--- config.mk ---
export PLATFORM = sky130hd
export DESIGN_NAME = uart_rx_fifo
export DESIGN_NICKNAME = d
export VERILOG_FILES = /design/src/rtl/uart_rx_fifo.sv
export SDC_FILE = /design/constraint.sdc
export NUM_CORES = 1
export LEC_CHECK = 0
export CAP_MARGIN = 0
export CORE_MARGIN = 1
export CORE_UTILIZATION = 55
export CTS_BUF_LIST = sky130_fd_sc_hd__clkbuf_16
export DETAILED_ROUTE_END_ITERATION = 6
export PLACE_DENSITY = 0.79
export SYNTH_ARGS = -nofsm -noshare
export SYNTH_HDL_FRONTEND = slang
export SYNTH_SLANG_ARGS = --single-unit
export TNS_END_PERCENT = 1
--- constraint.sdc ---
create_clock -name clk -period 3.7 [get_ports clk]
set_input_delay 1.11 -clock clk [delete_from_list [all_inputs] [get_ports clk]]
set_output_delay 1.11 -clock clk [all_outputs]
set_load 0.01 [all_outputs]
--- src/rtl/uart_rx_fifo.sv ---
// Receive FIFO between the UART receiver handshake and the Z80 register decode.
// Buffers bytes, flags overrun, and drives RTS flow control and the CPU interrupt.
//
// state | meaning
// IDLE  | waiting for the receiver to present a byte
// ACK   | byte taken or dropped; in_clear held until in_ready falls
module uart_rx_fifo #(
    parameter int DEPTH_LOG2 = 4,
    parameter int HIGH_WATER = 12,
    parameter int LOW_WATER  = 4
) (
    input  logic                  clk,
    input  logic                  reset_n,
    input  logic [7:0]            in_data,
    input  logic                  in_ready,
    output logic                  in_clear,
    input  logic                  rd_pop,
    output logic [7:0]            rd_data,
    output logic                  rd_avail,
    output logic [DEPTH_LOG2:0]   count,
    output logic                  overrun,
    input  logic                  ovr_clear,
    output logic                  rts_n,
    output logic                  int_n
);

    localparam int CW    = DEPTH_LOG2 + 1;
    localparam int DEPTH = 1 << DEPTH_LOG2;
    localparam logic [CW-1:0] FULL_CNT = CW'(DEPTH);
    localparam logic [CW-1:0] HW_CNT   = CW'(HIGH_WATER);
    localparam logic [CW-1:0] LW_CNT   = CW'(LOW_WATER);

    typedef enum logic {IDLE = 1'b0, ACK = 1'b1} state_t;

    state_t                state;
    logic [7:0]            mem [DEPTH];
    logic [DEPTH_LOG2-1:0] wr_ptr;
    logic [DEPTH_LOG2-1:0] rd_ptr;
    logic                  full;
    logic                  accept;
    logic                  push;
    logic                  drop;
    logic                  pop;
    logic [CW-1:0]         count_next;

    assign full     = (count == FULL_CNT);
    assign rd_avail = (count != '0);
    assign int_n    = ~rd_avail;
    assign rd_data  = mem[rd_ptr];

    // A full FIFO still takes the byte when the CPU frees a slot in the same cycle.
    assign accept = (state == IDLE) && in_ready;
    assign pop    = rd_pop && rd_avail;
    assign push   = accept && (!full || rd_pop);
    assign drop   = accept && full && !rd_pop;

    always_comb begin
        count_next = count;
        case ({push, pop})
            2'b10:   count_next = count + CW'(1);
            2'b01:   count_next = count - CW'(1);
            default: count_next = count;
        endcase
    end

    always_ff @(posedge clk) begin
        if (push) begin
            mem[wr_ptr] <= in_data;
        end
    end

    always_ff @(posedge clk or negedge reset_n) begin
        if (!reset_n) begin
            state    <= IDLE;
            in_clear <= 1'b0;
            wr_ptr   <= '0;
            rd_ptr   <= '0;
            count    <= '0;
            overrun  <= 1'b0;
            rts_n    <= 1'b0;
        end else begin
            case (state)
                IDLE: begin
                    if (in_ready) begin
                        state    <= ACK;
                        in_clear <= 1'b1;
                    end
                end
                ACK: begin
                    if (!in_ready) begin
                        state    <= IDLE;
                        in_clear <= 1'b0;
                    end
                end
                default: begin
                    state    <= IDLE;
                    in_clear <= 1'b0;
                end
            endcase

            if (push) begin
                wr_ptr <= wr_ptr + 1'b1;
            end
            if (pop) begin
                rd_ptr <= rd_ptr + 1'b1;
            end
            count <= count_next;

            if (drop) begin
                overrun <= 1'b1;
            end else if (ovr_clear) begin
                overrun <= 1'b0;
            end

            if (count_next >= HW_CNT) begin
                rts_n <= 1'b1;
            end else if (count_next <= LW_CNT) begin
                rts_n <= 1'b0;
            end
        end
    end

endmodule

==> metrics.log <==
[metrics] synthesized area per cell: 20.4 µm²
[metrics] Layout area overhead: 19.3%
[metrics] number of global-route vias before repair: 2956
[metrics] starting utilization of the core area: 57.1%
[metrics] Post-synth EDFFs: 128
[metrics] area leader, netlist: edfxtp_1
[metrics] share of the clock period used by the worst path: 98.7%
[metrics] most common cell after layout, fill and taps aside: edfxtp_1
[metrics] Syn Nets: 315
[metrics] half-perimeter wire length after detailed placement: 6600 µm
[metrics] origin of the critical flop-to-flop path: count[0]
[metrics] pin count of the biggest net entering global routing: 36
[metrics] remaining design rule violation count: 0
[metrics] total of flip-flops plus latches after synthesis: 145
[metrics] ANT cells: 0
[metrics] CP peak stage delay: 0.59 ns
[metrics] RePlAce Congestion: 0.721
[metrics] time the worst path needs with I/O delays and setup: 3.65 ns
[metrics] total wire length after detailed routing: 10800 µm
[metrics] post-synthesis instance total: 291
[metrics] fraction of registers with async set/reset: 11.7%
[metrics] Yosys top cell area share: 64.6%
[metrics] final hold violation count: 0
[metrics] Global Route met2 Usage: 32.3%
[metrics] Power Dens Cells: 743 nW/µm²
[metrics] total routing usage reported by global routing: 21.3%
[metrics] Worst Clk Skew: 0.0104 ns
[metrics] wire length of the first global-routing pass: 16700 µm
[metrics] clock latency on the worst-skew pair: 0.42 ns
[metrics] Worst slew margin: 50.8%
[metrics] IO Count: 31
[metrics] TritonRoute pass-1 iters: 5
[metrics] total number of placement rows: 37
[metrics] count of vias placed by the detailed router: 2914
[metrics] start-to-end type of the worst setup path: flip-flop to primary output
[metrics] Slew Viols, Final: 0
[metrics] worst path buffer plus inverter count: 2
[metrics] Clock Tree Buf Depth: 2
[metrics] antenna violations before repair: 1
[metrics] post-CTS clock slew at the launch and capture registers of the worst setup and hold paths: 0.06 ns
[metrics] sequential share of the synthesized area: 71.8%
[metrics] Storage cell area: 4270 µm²
[metrics] area of the mapped netlist: 5950 µm²
[metrics] instance area at placement: 6500 µm²
[metrics] die extent in y: 106 µm
[metrics] fin util: 68.2%
[metrics] cell-by-cell trace of the critical path: bufbuf_16 -> mux4_1 -> mux4_2 -> dlygate4sd2_1
[metrics] Setup Viol. Count Final: 0
[metrics] max-cap violations: 0
[metrics] fmax: 274 MHz
[metrics] number of synthesis warnings: 0
[metrics] Worst IR Drop VDD: 0.382 mV
[metrics] critical-path maximum fanout: 14
[metrics] routing usage on met1: 29.1%
[metrics] die area: 11200 µm²
[metrics] leakage dissipation: 2.54 nW
[metrics] worst hold path class: flip-flop to flip-flop
[metrics] GR Overflow Total: 0
[metrics] ys flop type: edfxtp_1
[metrics] area of the placeable core: 10400 µm²
[metrics] met3 usage in global routing: 5.46%
[metrics] startpoint of the most critical setup path: rd_ptr[0]
[metrics] clock buffers created by TritonCTS: 17
[metrics] horizontal die dimension: 106 µm
[metrics] outcome: complete, no violations
[metrics] busiest layer in global routing: met2
[metrics] post-route antenna net violation count: 0
[metrics] Min-Delay Startpoint: state
[metrics] number of vias per cell: 5.88
[metrics] Fill cells: 622
[metrics] most area-consuming cells after synthesis: edfxtp_1 65%, mux4_1 13%, dfrtp_1 7.2%
[metrics] htree depth: 4
[metrics] crit start category: flip-flop
[metrics] area of the multi-input gates: 1540 µm²
[metrics] Avg WL per Cell: 21.7 µm
[metrics] data arrival time of the worst path: 2.54 ns
[metrics] library cell contributing the largest single delay on the critical path: mux4_1
[metrics] largest delay contributor family on the critical path: multiplexers
[metrics] Final nets: 371
[metrics] Crit. End Element: primary output
[metrics] Least-Margin Pin Slew: 0.736 ns
[metrics] post-route design area: 7100 µm²
[metrics] commonest non-fill, non-tap cells in the layout: 128 x edfxtp_1, 29 x mux4_1, 22 x clkdlybuf4s50_1
[metrics] number of clock sinks: 145
[metrics] TritonCTS clock tree: yes
[metrics] drt initial violations: 188
[metrics] root buffer cell: clkbuf_16
[metrics] number of unique standard cell types used by synthesis: 32
[metrics] layout cell share with drive strength beyond 1: 18.3%
[metrics] CP Data Required Time: 2.59 ns
[metrics] sum of negative setup slack: 0 ns
[metrics] reg-to-reg setup timing slack: 0.78 ns
[metrics] number of port buffers: 30
==> cells by family after synthesis <==
family          Yosys count  synth area share, %
simple gates             45                 3.66
xor+xnor                  9                 1.32
flops                   145                 71.8
fa+ha+maj                11                 2.44
buf+inv                  27                 2.27
compound gates           12                 1.16
mux                      42                 17.4
==> repair_timing <==
action                     4_1_cts  5_1_grt
setup endpoints to repair        8        3
gates cloned                     1        0
resized for setup               11        0
buffers inserted                 0        1
hold buffers                     0        0
==> layer usage <==
metal | part of all wire (%) | routed length, µm
met1 | 42 | 4510
met2 | 50 | 5370
met3 | 5.8 | 629
met4 | 2.2 | 238
met5 | 0.074 | 8
==> state kept, by name (all words and copies together), names as in the netlist <==
| signal | cells |
|---|---|
| rts_n | 1 |
| mem | 128 |
| count | 5 |
| overrun | 1 |
| in_clear | 1 |
| wr_ptr | 4 |
| rd_ptr | 4 |
| state | 1 |
==> synth_stat cells, types with 2 or more instances <==
master,number
and3_1,2
nor2_1,14
xnor2_1,7
buf_6,3
a21oi_1,4
nand4_1,2
mux4_2,10
ha_1,10
xor2_1,2
nor3_1,5
nand2b_1,5
dfrtp_1,17
clkbuf_1,9
and2_1,2
mux4_1,30
o21a_1,2
inv_1,12
o21ai_0,4
buf_1,2
nand2_1,10
edfxtp_1,128
==> worst reg2reg max path, cell delays in order, from the launching register on <==
cell	delay, ns
dfrtp_1	0.45
nor4_1	0.41
nand3b_1	0.14
and2_1	0.19
inv_1	0.06
ha_1	0.26
inv_1	0.08
fa_1	0.39
nand2b_1	0.17
a21oi_1	0.18
xnor2_1	0.10
or3_1	0.33
nand4b_1	0.09
==> final cells by class <==
class	count	share of cell area [%]
clock buffer	17	5.99
clock inverter	15	1.94
multi-input combinational	119	21.7
sequential	145	60.2
timing repair buffer	52	7.17
tap	136	2.40
inverter	12	0.634
==> path summary, 6_finish.rpt <==
path                               to  cells after the start
min reg2reg                  in_clear                      1
min                          in_clear                      1
max in group asynchronous   rd_ptr[0]                      1
max                        rd_data[0]                      4
min in group asynchronous   rd_ptr[2]                      1
max reg2reg                     rts_n                     12
==> per-stage QoR <==
step | setup WS, ns | std cells | total power [mW] | hold slack, ns
2_1_floorplan | 0.513 | 291 | 3.12 | 0.435
3_3_place_gp | 0.185 | 462 | 3.62 | 0.466
3_5_place_dp | 0.0766 | 462 | 3.68 | 0.494
4_1_cts | 0.0461 | 495 | 5.29 | 0.501
5_1_grt | -0.00202 | 496 | 5.50 | 0.523
6_report | 0.0463 | 496 | 5.28 | 0.495
==> where the power goes <==
group | switching [mW] | total [mW] | internal [mW]
clock network | 0.724 | 1.61 | 0.889
logic | 0.692 | 1.55 | 0.860
registers | 0.172 | 2.11 | 1.94
total | 1.59 | 5.28 | 3.69
No activity file was read; power rests on OpenSTA's default activity.
